<file path="src/rtl/sequenciador_soma_sub_pkg.sv">
// rtl/sequenciador_soma_sub_pkg.sv - shared opcodes, state codes and sizing helper
package sequenciador_soma_sub_pkg;

  localparam logic OP_ADD = 1'b0;
  localparam logic OP_SUB = 1'b1;

  typedef enum logic [1:0] {
    ST_IDLE = 2'd0,
    ST_CALC = 2'd1,
    ST_DONE = 2'd2
  } state_t;

  // Nibble index width; a single-nibble build still needs one bit.
  function automatic int idx_width(input int nibbles);
    return (nibbles > 1) ? $clog2(nibbles) : 1;
  endfunction

endpackage

</file>
<file path="src/rtl/sequenciador_soma_sub_if.sv">
// rtl/sequenciador_soma_sub_if.sv - request/response bus of the add/sub sequencer
interface sequenciador_soma_sub_if #(
  parameter int NIBBLES = 4
);
  localparam int W = 4 * NIBBLES;

  logic         in_valid;
  logic         in_ready;
  logic         op;
  logic [W-1:0] a;
  logic [W-1:0] b;
  logic         out_valid;
  logic         out_ready;
  logic [W-1:0] result;
  logic         cout_bout;
  logic         zero;
  logic         overflow;

  modport master (
    output in_valid, op, a, b, out_ready,
    input  in_ready, out_valid, result, cout_bout, zero, overflow
  );

  modport slave (
    input  in_valid, op, a, b, out_ready,
    output in_ready, out_valid, result, cout_bout, zero, overflow
  );

endinterface

</file>
<file path="src/rtl/sequenciador_soma_sub_adder.sv">
// rtl/sequenciador_soma_sub_adder.sv - 4-bit ripple-carry adder shared across nibbles
module adder (
  output logic [3:0] S,
  output logic       Cout,
  input  logic [3:0] A,
  input  logic [3:0] B,
  input  logic       Cin
);

  logic [4:0] c;

  assign c[0] = Cin;

  for (genvar i = 0; i < 4; i++) begin : g_fa
    assign S[i]   = A[i] ^ B[i] ^ c[i];
    assign c[i+1] = (A[i] & B[i]) | (c[i] & (A[i] ^ B[i]));
  end

  assign Cout = c[4];

endmodule

</file>
<file path="src/rtl/sequenciador_soma_sub.sv">
// rtl/sequenciador_soma_sub.sv - multi-precision add/sub, one nibble per cycle on a shared adder
module sequenciador_soma_sub
  import sequenciador_soma_sub_pkg::*;
#(
  parameter int NIBBLES = 4
) (
  input  logic                   clk,
  input  logic                   rst_n,
  sequenciador_soma_sub_if.slave bus
);

  localparam int W    = 4 * NIBBLES;
  localparam int IDXW = idx_width(NIBBLES);

  state_t            state_q;
  logic [W-1:0]      a_q;
  logic [W-1:0]      b_q;
  logic [W-1:0]      result_q;
  logic [IDXW-1:0]   idx_q;
  logic              op_q;
  logic              carry_q;
  logic              cout_bout_q;
  logic              zero_q;
  logic              overflow_q;

  logic [3:0]        a_nib;
  logic [3:0]        b_nib;
  logic [3:0]        sum;
  logic              sum_cout;
  logic [W-1:0]      result_d;
  logic              overflow_d;
  logic              last_nib;

  // Subtraction is A + ~B + 1: the +1 comes from carry_q being seeded with op.
  assign a_nib = 4'(a_q >> {idx_q, 2'b00});
  assign b_nib = op_q ? ~4'(b_q >> {idx_q, 2'b00}) : 4'(b_q >> {idx_q, 2'b00});

  adder u_adder (
    .S    (sum),
    .Cout (sum_cout),
    .A    (a_nib),
    .B    (b_nib),
    .Cin  (carry_q)
  );

  always_comb begin
    result_d = result_q;
    for (int i = 0; i < NIBBLES; i++) begin
      if (idx_q == IDXW'(i)) begin
        result_d[i*4 +: 4] = sum;
      end
    end
  end

  assign last_nib   = (idx_q == IDXW'(NIBBLES - 1));
  assign overflow_d = (op_q == OP_SUB)
                    ? ((a_q[W-1] != b_q[W-1]) && (result_d[W-1] != a_q[W-1]))
                    : ((a_q[W-1] == b_q[W-1]) && (result_d[W-1] != a_q[W-1]));

  always_ff @(posedge clk or negedge rst_n) begin
    if (!rst_n) begin
      state_q     <= ST_IDLE;
      a_q         <= '0;
      b_q         <= '0;
      result_q    <= '0;
      idx_q       <= '0;
      op_q        <= OP_ADD;
      carry_q     <= 1'b0;
      cout_bout_q <= 1'b0;
      zero_q      <= 1'b0;
      overflow_q  <= 1'b0;
    end else begin
      case (state_q)
        ST_IDLE: begin
          if (bus.in_valid) begin
            a_q      <= bus.a;
            b_q      <= bus.b;
            op_q     <= bus.op;
            carry_q  <= bus.op;
            idx_q    <= '0;
            result_q <= '0;
            state_q  <= ST_CALC;
          end
        end
        ST_CALC: begin
          result_q <= result_d;
          carry_q  <= sum_cout;
          if (last_nib) begin
            cout_bout_q <= (op_q == OP_SUB) ? ~sum_cout : sum_cout;
            zero_q      <= ~|result_d;
            overflow_q  <= overflow_d;
            idx_q       <= '0;
            state_q     <= ST_DONE;
          end else begin
            idx_q <= idx_q + IDXW'(1);
          end
        end
        ST_DONE: begin
          if (bus.out_ready) begin
            state_q <= ST_IDLE;
          end
        end
        default: state_q <= ST_IDLE;
      endcase
    end
  end

  assign bus.in_ready  = (state_q == ST_IDLE);
  assign bus.out_valid = (state_q == ST_DONE);
  assign bus.result    = result_q;
  assign bus.cout_bout = cout_bout_q;
  assign bus.zero      = zero_q;
  assign bus.overflow  = overflow_q;

endmodule
</file>
<file path="src/flat_wrapper.sv">
// flat-port wrapper written by rule: the top's interface ports become plain ports
module sequenciador_soma_sub_flat import sequenciador_soma_sub_pkg::*;
#(
  parameter int NIBBLES = 4
)
  (clk, rst_n, bus_in_valid, bus_op, bus_a, bus_b, bus_out_ready, bus_in_ready, bus_out_valid, bus_result, bus_cout_bout, bus_zero, bus_overflow);
  sequenciador_soma_sub_if #(.NIBBLES(NIBBLES)) bus_i ();
  input  logic clk;
  input  logic rst_n;
  input wire logic [$bits(bus_i.in_valid)-1:0] bus_in_valid;
  input wire logic [$bits(bus_i.op)-1:0] bus_op;
  input wire logic [$bits(bus_i.a)-1:0] bus_a;
  input wire logic [$bits(bus_i.b)-1:0] bus_b;
  input wire logic [$bits(bus_i.out_ready)-1:0] bus_out_ready;
  output wire logic [$bits(bus_i.in_ready)-1:0] bus_in_ready;
  output wire logic [$bits(bus_i.out_valid)-1:0] bus_out_valid;
  output wire logic [$bits(bus_i.result)-1:0] bus_result;
  output wire logic [$bits(bus_i.cout_bout)-1:0] bus_cout_bout;
  output wire logic [$bits(bus_i.zero)-1:0] bus_zero;
  output wire logic [$bits(bus_i.overflow)-1:0] bus_overflow;
  assign bus_i.in_valid = bus_in_valid;
  assign bus_i.op = bus_op;
  assign bus_i.a = bus_a;
  assign bus_i.b = bus_b;
  assign bus_i.out_ready = bus_out_ready;
  assign bus_in_ready = bus_i.in_ready;
  assign bus_out_valid = bus_i.out_valid;
  assign bus_result = bus_i.result;
  assign bus_cout_bout = bus_i.cout_bout;
  assign bus_zero = bus_i.zero;
  assign bus_overflow = bus_i.overflow;
  sequenciador_soma_sub #(.NIBBLES(NIBBLES)) u_core (.clk(clk), .rst_n(rst_n), .bus(bus_i));
endmodule
</file>
<file path="config.mk">
export PLATFORM = sky130hd
export DESIGN_NAME = sequenciador_soma_sub_flat
export DESIGN_NICKNAME = d
export VERILOG_FILES = /design/src/rtl/sequenciador_soma_sub_pkg.sv /design/src/rtl/sequenciador_soma_sub_if.sv /design/src/rtl/sequenciador_soma_sub_adder.sv /design/src/rtl/sequenciador_soma_sub.sv /design/src/flat_wrapper.sv
export SDC_FILE = /design/constraint.sdc
export NUM_CORES = 1
export LEC_CHECK = 0
export CAP_MARGIN = 5
export CORE_ASPECT_RATIO = 0.6
export CORE_MARGIN = 5
export CORE_UTILIZATION = 41
export DETAILED_ROUTE_END_ITERATION = 10
export GPL_TIMING_DRIVEN = 0
export PLACE_DENSITY_LB_ADDON = 0.25
export SETUP_SLACK_MARGIN = 0.1
export SKIP_LAST_GASP = 1
export SLEW_MARGIN = 0
export SYNTH_ARGS = -nofsm -noshare
export SYNTH_HDL_FRONTEND = slang
export SYNTH_HIERARCHICAL = 1
export SYNTH_SLANG_ARGS = --single-unit
</file>
<file path="constraint.sdc">
create_clock -name clk -period 3.3 [get_ports clk]
set_input_delay 0.33 -clock clk [delete_from_list [all_inputs] [get_ports clk]]
set_output_delay 0.33 -clock clk [all_outputs]
set_load 0.05 [all_outputs]
</file>
Word level (Yosys, flattened, before mapping)
Index checks and enable logic that the tools add are counted.
{"block": "op_classes", "n_eq_ne": 11, "shift": 2, "n_bitwise": 22, "mux": 18, "reduce_logical": 11, "n_addsub": 1}
{"cell": "16-bit one-hot mux with 2 select lines", "n": 1}
{"cell": "16-bit by 4-bit right shift with 4-bit output", "n": 2}
{"cell": "4-bit two-way mux", "n": 5}
{"cell": "16-bit two-way mux", "n": 1}
{"cell": "16-bit OR reduction", "n": 1}
{"cell": "2-bit two-way mux", "n": 5}
{"cell": "1-bit bitwise AND", "n": 8}
{"cell": "1-bit bitwise XOR", "n": 8}
{"cell": "2-bit == test (second input constant)", "n": 3}
{"cell": "2-bit one-hot mux with 3 select lines", "n": 1}
{"cell": "2-bit AND reduction", "n": 3}
{"cell": "2-bit by 1-bit == test with 1-bit output (second input constant)", "n": 2}
{"cell": "2-bit logical NOT", "n": 2}
{"cell": "2-bit inequality test (second input constant)", "n": 2}
{"cell": "4-bit NOT", "n": 1}
{"cell": "1-bit bitwise OR", "n": 4}
{"cell": "2-bit one-hot mux with 2 select lines", "n": 1}
{"cell": "1-bit two-way mux", "n": 3}
{"cell": "3-bit AND reduction", "n": 1}
{"cell": "2-bit by 1-bit adder with 2-bit output (second input constant)", "n": 1}
{"cell": "1-bit logical AND", "n": 2}
{"cell": "1-bit inequality test", "n": 2}
{"cell": "2-bit by 1-bit inequality test with 1-bit output (second input constant)", "n": 1}
{"cell": "1-bit one-hot mux with 2 select lines", "n": 1}
{"cell": "4 further kinds", "n": 4}
{"block": "word_totals", "register_bits": 57, "word_cells": 75, "out_inout_bits": 21}

Logic depth before layout (Yosys ltp)
Gate-level depths: netlist of run 1.
{"block": "logic_depth", "depth_word": 15, "depth_mapped": 16, "depth_no_buf": 14}

Hierarchy
The synthesis of run 1 kept the hierarchy.
{"module": "sequenciador_soma_sub", "cells_per_inst": 184, "instances": 1, "area_each_um2": 2710.1, "seq_area_each_um2": 1426.4}
{"module": "adder", "cells_per_inst": 14, "instances": 1, "area_each_um2": 117.6, "seq_area_each_um2": 0.0}

Worst setup path after synthesis of run 1
OpenSTA, ideal clock, no wires.
{"block": "synth_path", "path_kind": "flip-flop to flip-flop", "from": "reg u_core.idx_q[0]", "to": "reg u_core.zero_q, in the netlist u_core/bus.zero", "slack_ns": -0.147, "path_stages_with_launch": 17, "setup_time_ns": 0.121, "period_less_slack_ns": 3.447, "t_arrival_ns": 3.327, "path_cell_list": "dfrtp_1 buf_6 mux4_2 xor2_1 fa_1 inv_1 fa_1 inv_1 fa_1 inv_1 fa_1 inv_1 clkbuf_1 nor4_1 mux2i_1 nor3_1 a22o_1"}
{"block": "synth_between", "elab_chain_cells": 14}
{"element": "start, declared", "line_no": "sequenciador_soma_sub.sv:19", "text": "logic [IDXW-1:0] idx_q;"}
{"element": "start signal, assigned", "line_no": "sequenciador_soma_sub.sv:95", "text": "idx_q <= idx_q + IDXW'(1);"}
{"element": "16-bit by 4-bit right shift with 4-bit output *", "line_no": "sequenciador_soma_sub.sv:36", "text": "assign b_nib = op_q ? ~4'(b_q >> {idx_q, 2'b00}) : 4'(b_q >> {idx_q, 2'b00});"}
{"element": "4-bit NOT", "line_no": "sequenciador_soma_sub.sv:36"}
{"element": "4-bit two-way mux *", "line_no": "sequenciador_soma_sub.sv:36"}
{"element": "named net u_core.b_nib[0]", "line_no": "sequenciador_soma_sub.sv:27", "text": "logic [3:0] b_nib;"}
{"element": "1-bit bitwise XOR", "line_no": "sequenciador_soma_sub_adder.sv:16", "text": "assign c[i+1] = (A[i] & B[i]) | (c[i] & (A[i] ^ B[i]));"}
{"element": "1-bit bitwise AND", "line_no": "sequenciador_soma_sub_adder.sv:16"}
{"element": "1-bit bitwise OR *", "line_no": "sequenciador_soma_sub_adder.sv:16"}
{"element": "1-bit bitwise AND *", "line_no": "sequenciador_soma_sub_adder.sv:16"}
{"element": "1-bit bitwise OR *", "line_no": "sequenciador_soma_sub_adder.sv:16"}
{"element": "1-bit bitwise AND *", "line_no": "sequenciador_soma_sub_adder.sv:16"}
{"element": "1-bit bitwise OR *", "line_no": "sequenciador_soma_sub_adder.sv:16"}
{"element": "1-bit bitwise XOR *", "line_no": "sequenciador_soma_sub_adder.sv:15", "text": "assign S[i] = A[i] ^ B[i] ^ c[i];"}
{"element": "named net u_core.sum[3]", "line_no": "sequenciador_soma_sub.sv:28", "text": "logic [3:0] sum;"}
{"element": "4-bit two-way mux", "line_no": "sequenciador_soma_sub.sv:49", "text": "if (idx_q == IDXW'(i)) begin"}
{"element": "16-bit OR reduction *", "line_no": "sequenciador_soma_sub.sv:90", "text": "zero_q <= ~|result_d;"}
{"element": "1-bit logical NOT *", "line_no": "sequenciador_soma_sub.sv:90"}
{"element": "end signal, assigned", "line_no": "sequenciador_soma_sub.sv:90"}
{"element": "end, declared", "line_no": "sequenciador_soma_sub.sv:23", "text": "logic zero_q;"}
The timed path passes the listed nets; every way through them passes the cells marked *.
A chain may end at the register's enable or synchronous reset.

Worst setup path after layout of run 1
Ends and elaborated chain as after synthesis.

==> results of run 1 <==
[logic make-up after synthesis]
logic type / count (synthesis) / share of synthesized area (%)
adders and majority gates: 8 / 4.60
xor gates and xnor gates: 6 / 1.86
buffers and inverters: 26 / 5.09
AOI/OAI and AO/OA: 32 / 8.89
muxes: 43 / 24.1
DFF: 57 / 50.4
and+or+nand+nor: 26 / 5.04
[what timing repair did]
| item | CTS | global route |
|---|---|---|
| endpoints found under the hold margin | 17 | 0 |
| hold buffers | 1 | 0 |
| setup buffers | 11 | 3 |
| resized for setup | 10 | 8 |
| pin swaps | 7 | 6 |
| setup endpoints to repair | 5 | 6 |
[registers in the layout, indices dropped and copies added, names as in the netlist]
name,flops
u_core/carry_q,1
u_core/b_q,16
u_core/bus.overflow,1
u_core/op_q,1
u_core/a_q,16
u_core/state_q,2
u_core/bus.cout_bout,1
u_core/bus.zero,1
u_core/bus.result,16
u_core/idx_q,2
[metrics by stage]
stage	utilization (%)	hold slack [ns]	instance area [sq um]	instances	setup WS, ns
finish	60.2	0.492	4020	373	-0.0888
global route	60.2	0.515	4020	373	-0.263
CTS	59.7	0.492	3990	371	-0.0924
detailed placement	53.1	0.302	3540	343	-0.220
global placement	52.8	0.475	3530	342	-0.200
floorplan	-	0.0344	2850	198	-0.00690
[area by class of cell]
cell class              instances  share of cell area [%]
flip-flops and latches         57                    35.5
multi-input cells             115                    32.3
repair buffers                 72                    18.1
clock buffers                   9                    5.60
plain buffers                  12                    2.71
well taps                      87                    2.71
clock inverters                 7                    1.77
inverters                      14                    1.31
[layer usage]
metal	part of all wire (%)	up-vias
met5	0	-
met4	0.35	0
li1	-	898
met3	6.3	2
met2	45	56
met1	49	985
[Yosys cell counts, types with 2 or more instances]
cell type	count	area (sq um)
a21oi_1	3	15.0
a32o_1	16	160
buf_2	4	20.0
buf_6	2	22.5
buf_8	2	30.0
clkbuf_1	3	11.3
dfrtp_1	57	1430
fa_1	4	80.1
ha_1	4	50.1
inv_1	14	52.6
mux2_2	7	78.8
mux2_4	26	390
mux2i_1	2	20.0
mux4_1	3	78.8
mux4_2	5	113
nand2_1	6	22.5
nand2b_1	2	12.5
nor2_1	4	15.0
nor2b_1	2	12.5
nor3_1	4	20.0
nor4_1	4	25.0
o21ai_0	5	25.0
o21ai_1	4	20.0
xnor2_1	2	17.5
xor2_1	4	35.0
[how the worst min path moves through the flow]
| stage | slack, ns | endpoint | from | cells past startpoint |
|---|---|---|---|---|
| finish | 0.49 | u_core/a_q[8] | rst_n | 2 |
| global route | 0.51 | u_core/bus.result[13] | u_core/bus.result[13] | 1 |
| floorplan | 0.03 | u_core/a_q[0] | rst_n | 0 |
| CTS | 0.49 | u_core/bus.cout_bout | u_core/bus.cout_bout | 2 |
| global placement | 0.48 | u_core/bus.cout_bout | u_core/bus.cout_bout | 2 |
| detailed placement | 0.30 | u_core/a_q[4] | rst_n | 1 |
==> results.md, run 1 <==
Outcome:
- The flow ran to the end, but the final reports show violations.
- The final reports fail on setup timing.

Routing:
- The final layout contains routed wiring with a total length of between 6000 and 7000 um.
- The number of iterations in the first detailed-routing pass is 4.
- The first-iteration detailed-routing DRC count is approximately 130.
- Dividing the detail-routed wire length by the instance count gives 17.8 um.
- In this run the remaining antenna-violating nets after routing total 0.
- The detailed-route vias per instance is roughly 5.2.
- The detailed-route via count is 1941.
- The detailed-route DRC error count is 0.

Worst setup path:
- Broken down by cell family, the worst path's largest delay share belongs to adder cells.
- The most critical setup path has its startpoint at u_core/idx_q[0].
- The endpoint class of the critical path is a flip-flop.
- The largest individual stage delay along the critical path comes from the cell mux4_2.
- Together, buffers and inverters on the worst path number 6.
- In this run the worst path has a maximum fanout of 5.
- The worst setup path is of the reg -> reg kind.
- The maximum cell stage delay along the critical path is 0.53 ns.
- The critical path runs through a total of 16 cells.
- The startpoint type of the worst setup path is a flip-flop.
- The setup slack of the worst register-to-register path is -0.09 ns.
- The worst register-to-register path begins at u_core/idx_q[0].
- The most critical setup path has its endpoint at u_core/bus.zero.
- The capture instance of the worst register-to-register path is u_core/bus.zero.
- Walking the worst path, the cells encountered are buf_8 > mux4_2 > xor2_2 > fa_2 > inv_2 > fa_2 > inv_2 > fa_2 > inv_2 > fa_1 > inv_2 > buf_8 > nor4_4 > mux2i_1 > nor3_1 > a22o_1.
- The most common cell type on the critical path is inv_2.
- The required time of the critical path is 3.50 ns.
- The logic depth of the worst register-to-register path is 16.
- At the worst endpoint, the arrival time is between 3 and 4 ns.

Timing:
- In the final timing run, aggregate negative setup slack is -0.287 ns.
- Counting I/O delays and the setup requirement, the final critical path takes approximately 3.4 ns.
- The worst pin sits at a relative slew slack of 65.6%.
- In the finished design, the share of the clock period the worst path needs comes to 103%.
- The max-slew violation count is 0.
- The slew at the pin closest to its max-slew limit is 0.515 ns.
- Setup repair after global routing could not meet its margin everywhere.
- The final hold violation count was 0.
- The clock skew is 0.00612 ns.
- Once routing completed, OpenROAD measured the worst setup slack at -0.0888 ns.
- Timing would allow up to between 200 and 300 MHz.
- Setup violations remaining at the end of the flow were counted as 6.

Run:
- The total of max-cap violations is 0.

Global routing:
- The peak-usage layer in the global routing report is met1.
- The total global routing track utilization is between 15 and 20%.
- For this run, global-route usage on met3 was measured as 5.45%.
- The number of global-route vias before repair was around 2100.
- The total overflow left after global routing is 0.
- For this run, global-route usage on met1 was measured as 24.9%.
- The largest net degree at the start of global routing is 41.
- Global routing consumed, on the met2 layer, 23.2% of the routing resources.
- The first global-routing pass estimated about 11000 um of wire.
- The initial antenna violation count is 0.

Clock network:
- The clock sink total is 57.
- TritonCTS built the clock tree.
- The library cell used as clock root buffer is clkbuf_16.
- The maximum clock insertion buffer count is 2.
- The H-tree level count is 3.
- Clock tree synthesis inserted a total of 9 buffers.
- Clock latency on the worst-skew pair, taken at its later pin, is approximately 0.32 ns.
- The register clock-pin slew on the reported worst setup and hold paths is 0.05 ns.

Cells and area:
- Summing all flip-flop and latch instances after layout gives 1430 sq um.
- The growth of design area from synthesis to finish is 42.1%.
- The number of nets in the finished design is 326.
- The number of diodes added for antenna fixing is 0.
- Leaving out fill and tap cells, the most frequent cells in the layout are dfrtp_1, clkdlybuf4s50_1, mux2_4, a32o_1.
- The layout has 534 filler cells.
- The share of post-route cells with drive strength above 1 is 32.9%.
- The library cell used most frequently in the layout, excluding fill and tap cells, is dfrtp_1.
- In the final layout, the multi-input gates occupy 1300 sq um.

Logic synthesis:
- The post-synthesis instance area is 2830 sq um.
- The gate count after technology mapping is 198.
- Sequential cells were found to cover about 50% of the synthesized design area.
- The synthesized design contains 0 enable-type register cells.
- The number of nets in the synthesized netlist is 243.
- The number of distinct library cells after synthesis is 34.
- The number of flip-flops and latches in the synthesized netlist is 57.
- A synthesized cell averages 14.3 sq um.
- The Yosys step of the flow raised 6 warnings.
- In the synthesized netlist the dominant register cell turns out to be dfrtp_1.
- Of all flip-flops after synthesis, the portion carrying an async set or reset was 100%.

Floorplanning:
- Pin placement for this block handled 58 I/O pins.
- The die height is 74.3 um.
- The initial core utilization is 42.4%.
- The die covers 8710 sq um.
- The floorplan core area is 6680 sq um.
- The die width is about 120 um.
- The floorplan has 23 rows.

Placement:
- The half-perimeter wire length of the detailed placement result is 4420 um.
- The count of buffers inserted at the top-level ports is 57.
- Routability-driven placement finished with a final weighted congestion of between 0.7 and 0.8.

Hold path:
- In this run the worst hold path is classified as in -> async.
Power of run 1 is left out: the tool's default activity adds up to more than one toggle a clock period on the data nets, which glitch-free logic cannot reach.
==> run 2, diff against run 1 <==
Settings changed: GPL_TIMING_DRIVEN 0 to not set.
==> run 2 against run 1 <==
Effect of this change: the flow now finishes without violations; core utilization decreased by 2.1 points; critical path type unchanged; global-route usage decreased by 0.12 points; largest cell class unchanged; clock skew about the same; routed wire length decreased by 2.3%; flip-flop and latch count unchanged; highest routed layer unchanged; non-clock buffer count decreased by 11; hold slack got worse by 0.47 ns; first-iteration DRC count decreased by 20%.
==> results.md, run 2 (synthesized netlist as in run 1, its figures left out) <==
Worst setup path:
- The startpoint type of the worst setup path is a flip-flop.
- The endpoint identified for the worst register-to-register timing path is u_core/bus.zero.
- The worst setup path is captured at a flip-flop.
- The startpoint of the most critical register-to-register path is u_core/idx_q[0].
- Across all register-to-register paths, the minimum setup slack is 0.05 ns.
- For the worst setup path, the data required time is 3.51 ns.
- The maximum fanout count along the critical path is 4.
- Counting cells, the worst reg-to-reg path comes to 14.
- At the worst endpoint, the arrival time is 3.46 ns.
- The category of the critical setup timing path is reg -> reg.

Cells and area:
- Cells with a size suffix above 1 make up 30.9% of the layout.
- The final cell utilization of the core is 58.1%.
- The storage element area is between 1000 and 1500 sq um.
- The number of antenna diodes in the final layout is 0.
- The total of fill cells in the finished design is 543.
- In the final layout, the multi-input gates occupy 1300 sq um.
- The number of nets in the finished design is between 300 and 400.
- The commonest non-fill, non-tap cell in the layout is dfrtp_1.
- The growth of design area from synthesis to finish is 37.1%.
- The library cells used most frequently in the layout, excluding fill and tap cells, are dfrtp_1, clkdlybuf4s50_1, mux2_4, a32o_1, buf_4.
- The area of all placed cells without fillers is about 3900 sq um.

Floorplanning:
- The initial core utilization is 42.4%.
- The die is about 74 um tall.
- For this design the top-level I/O count stands at between 50 and 60.
- In this run the horizontal extent of the chip is 117 um.
- In this run the standard cell core region covers between 6000 and 7000 sq um.
- The die covers 8710 sq um.
- The placement row count is 23.

Run:
- The total of max-cap violations is 0.

Timing:
- The worst max-slew margin expressed relative to the limit is between 50 and 60%.
- For the pin with the worst max-slew slack, the measured transition is 0.610 ns.
- Counting I/O delays and the setup requirement, the final critical path takes 3.25 ns.
- Static timing analysis puts the maximum clock frequency at 307 MHz.
- Setup total negative slack on the finished layout was measured at 0 ns.
- The clock arrives with 0.00628 ns of skew.
- The final hold violation count is 0.
- Setup repair after global routing could not meet its margin everywhere.
- Setup violations remaining at the end of the flow were counted as 0.
- The final worst hold slack is 0.0184 ns.
- After layout, the worst path uses 98.6% of the clock period.
- The max-slew violation count is 0.

Global routing:
- The initial antenna violation count is 0.
- Global routing used 16.7% of the available tracks across all layers.
- For this run the aggregate overflow at the end of global routing stands at 0.
- The largest net degree at the start of global routing is 33.
- The number of global-route vias before repair is 1995.
- The first global-routing pass estimated 10600 um of wire.

Clock network:
- Counting the buffers created by CTS gives 9.
- The library cell used as clock root buffer is clkbuf_16.
- The clock drives 57 sinks.
- TritonCTS built the clock tree.
- The source-to-sink clock delay at the later pin of the worst-skew pair is between 0.3 and 0.4 ns.
- No sink is reached through more buffers than the 2 on the longest clock path.
- The H-tree level count is 3.
- Clock-pin slew was measured on the worst setup and hold paths at 0.05 ns.

Placement:
- The placed instances occupy a cell area of 3520 sq um.
- The congestion estimate from routability-driven global placement came to 0.776.
- Input and output buffers added on the ports amount to 57.
- The half-perimeter wire length of the detailed placement result is 4730 um.

Routing:
- In the routed layout, each cell is associated on average with a via count of around 5.2.
- The first-iteration detailed-routing DRC count is 101.
- The average wire per standard cell is 17.9 um.
- The number of nets with antenna violations after routing is 0.
- The routed design has 6490 um of wire.
- The detailed-route DRC error count is 0.
- The first TritonRoute pass finished after 4 iterations.
- For this block, the via count after detailed routing is 1900.

Hold path:
- The class of the tightest hold or removal check is in -> async.

Outcome:
- The flow ran to the end, and the final reports show no timing, DRC or antenna violations.
==> run 2: area by class of cell <==
class / count / share of cell area [%]
Inverter: 14 / 1.36
Sequential cell: 57 / 36.8
Tap cell: 87 / 2.81
Clock inverter: 5 / 1.42
Multi-Input combinational cell: 115 / 33.5
Clock buffer: 11 / 6.26
Timing Repair Buffer: 73 / 17.9
==> run 2: how the worst max path moves through the flow <==
stage,end,slack (ns),cells past startpoint,from
final,u_core/bus.zero,0.05,14,u_core/idx_q[0]
after global routing,u_core/bus.zero,-0.08,14,u_core/idx_q[0]
after CTS,u_core/bus.zero,0.03,14,u_core/idx_q[0]
after detailed placement,u_core/bus.zero,-0.07,14,u_core/idx_q[0]
after global placement,u_core/bus.zero,0.09,14,u_core/idx_q[0]
after floorplan,u_core/bus.zero,-0.007,16,u_core/idx_q[0]
==> run 2: worst max-delay path: stages (launching register included) <==
cell	delay, ns
dfrtp_1	0.40
buf_4	0.13
mux4_2	0.51
fa_2	0.41
inv_2	0.06
fa_2	0.19
inv_2	0.04
fa_2	0.32
inv_2	0.06
fa_1	0.41
inv_2	0.12
nor4_2	0.05
mux2i_1	0.18
nor3_1	0.07
a22o_1	0.20
==> run 2: stage by stage <==
step | setup WS [ns] | cells
finish | 0.0458 | 362
global route | -0.0814 | 362
CTS | 0.0256 | 360
detailed placement | -0.0729 | 342
global placement | 0.0872 | 342
floorplan | -0.00690 | 198
==> run 2: per-layer routing <==
layer	global-route usage [%]	up-vias	wire length (um)
met3	5.45	6	484
met4	5.73	0	76
met2	22.1	66	2580
met5	0	-	0
li1	-	876	-
met1	25.4	952	3340
==> run 2: repair_timing <==
item / CTS / global route
setup buffers: 2 / 2
hold buffers: 0 / 0
setup endpoints to repair: 2 / 4
pin swaps: 0 / 3
resized for setup: 3 / 11
gates cloned: 0 / 0
Power of run 2 is left out for the same reason.
==> RTL edit, RTL diff (config.mk and constraints of run 1) <==
`NIBBLES` is set to 4 in 3 places; all go to 8.
--- a/src/rtl/sequenciador_soma_sub_if.sv
+++ b/src/rtl/sequenciador_soma_sub_if.sv
@@ -2,3 +2,3 @@
 interface sequenciador_soma_sub_if #(
-  parameter int NIBBLES = 4
+  parameter int NIBBLES = 8
 );
--- a/src/rtl/sequenciador_soma_sub.sv
+++ b/src/rtl/sequenciador_soma_sub.sv
@@ -4,3 +4,3 @@
 #(
-  parameter int NIBBLES = 4
+  parameter int NIBBLES = 8
 ) (
--- a/src/flat_wrapper.sv
+++ b/src/flat_wrapper.sv
@@ -3,3 +3,3 @@
 #(
-  parameter int NIBBLES = 4
+  parameter int NIBBLES = 8
 )
Interface: changed (resized bus_a, bus_b and bus_result); port bits go from 58 to 106. No check against the original RTL was run, so the function may have changed too.
==> RTL edit against run 1 <==
Synthesized cell count rose to 2.6 times the old value; sequential cell count rose by 49; global-route usage rose by 3.5 points; die area rose by 69%; clock skew rose by 0.0025 ns; setup slack got worse by 0.41 ns; cell area rose by 72%; the run still ends with negative setup slack left; via count rose by 120%; wire length rose by 120%; area after synthesis rose by 78%; highest routed layer unchanged; first-iteration DRC count rose by 140%.
Power is not shown: default switching activity piles up to over one toggle a cycle in this logic, so the estimate is an artifact.
==> RTL edit: results (changes against run 1) <==
.. list-table::
   :header-rows: 1

   * - Metric
     - Value
   * - Run status
     - finished, violations left (unchanged)
   * - Violations in the final reports
     - negative setup slack (unchanged)
   * - Worst-case setup slack after placement
     - -0.865 ns (was -0.220 ns)
   * - Worst Slack Setup Final
     - -0.502 ns (was -0.0888 ns)
   * - Largest cells by area after synthesis
     - sky130_fd_sc_hd__dfrtp_1, sky130_fd_sc_hd__nand2_1, sky130_fd_sc_hd__mux4_2 (was sky130_fd_sc_hd__dfrtp_1, sky130_fd_sc_hd__mux2_4, sky130_fd_sc_hd__a32o_1)
   * - Cell variety after synth
     - 38 (was 34)
   * - Synthesized Nets
     - 602 (was 243)
   * - Detail-routed net length per standard cell
     - 17.6 um (was 17.8 um)
   * - RePlAce Congestion
     - 0.887 (was 0.763)
   * - Met3 Wirelength
     - 1.24 mm (was 418 um)
   * - Comb_multi_in
     - 372 (was 115)
   * - Detailed-route wire length on metal 1
     - 7.28 mm (was 3.24 mm)
   * - Total setup violations reported at the end of the flow
     - 10 (was 6)
   * - Cell area after layout
     - 6900 um2 (was 4020 um2)
   * - Instance count after placement with tap cells included
     - 794 (was 343)
   * - Final wirelength
     - 14.5 mm (was 6.64 mm)
   * - Non-clock buffer share of cell area
     - 21.0% (was 20.8%)
   * - Number of global-route vias before repair
     - 4328 (was 2054)
   * - Met2 Wirelength
     - 5.95 mm (was 2.96 mm)
   * - Buffers excl. clock
     - 154 (was 84)
   * - Placed wire-length estimate after detailed placement
     - 10.8 mm (was 4.42 mm)
   * - Synthesized-area fraction occupied by ao, oa, aoi and oai cells
     - 10.0% (was 8.89%)
   * - Vias per Instance
     - 5.22 (was 5.20)
   * - All-layer global routing usage
     - 20.3% (was 16.8%)
   * - Largest fanout of any net on the critical path
     - 8 (was 5)
   * - Post-CTS Setup Inserts
     - 4 (was 11)
   * - Post-synthesis xor/xnor area fraction
     - 1.04% (was 1.86%)
   * - Most common library cells after synthesis
     - sky130_fd_sc_hd__nand2_1, sky130_fd_sc_hd__dfrtp_1, sky130_fd_sc_hd__a22o_1 (was sky130_fd_sc_hd__dfrtp_1, sky130_fd_sc_hd__mux2_4, sky130_fd_sc_hd__a32o_1)
   * - Largest net degree at the start of global routing
     - 64 (was 41)
   * - Area fraction of clock buffers and clock inverters
     - 3.99% (was 7.38%)
   * - DRC marker count from the first detailed-route iteration
     - 297 (was 126)
   * - Clock network latency to the later pin of the worst-skew pair
     - 0.34 ns (was 0.32 ns)
RTL edit: cell types whose count changed in the layout (fill, tap and decap cells not counted), sizes merged, moves of 9 or more:
| cell | before | now |
|---|---|---|
| nand2 | 6 | 226 |
| dfrtp | 57 | 106 |
| clkdlybuf4s50 | 56 | 104 |
| mux2 | 33 | 0 |
| a22o | 1 | 28 |
| nor2 | 4 | 19 |
| clkbuf | 12 | 25 |
| a32o | 16 | 5 |
| buf | 24 | 33 |
| o21ai | 9 | 18 |
RTL edit: path summary, 6_finish.rpt:
| check | slack, ns | startpoint | to |
|---|---|---|---|
| worst max-delay path | -0.50 | u_core/idx_q[0] | u_core/bus.zero |
| worst min-delay path | 0.48 | u_core/a_q[21] | u_core/a_q[21] |
| worst max register to register | -0.50 | u_core/idx_q[0] | u_core/bus.zero |
| worst min register to register | 0.48 | u_core/a_q[21] | u_core/a_q[21] |
| max in group asynchronous | 2.05 | rst_n | u_core/idx_q[2] |
| min in group asynchronous | 0.53 | rst_n | u_core/bus.result[17] |
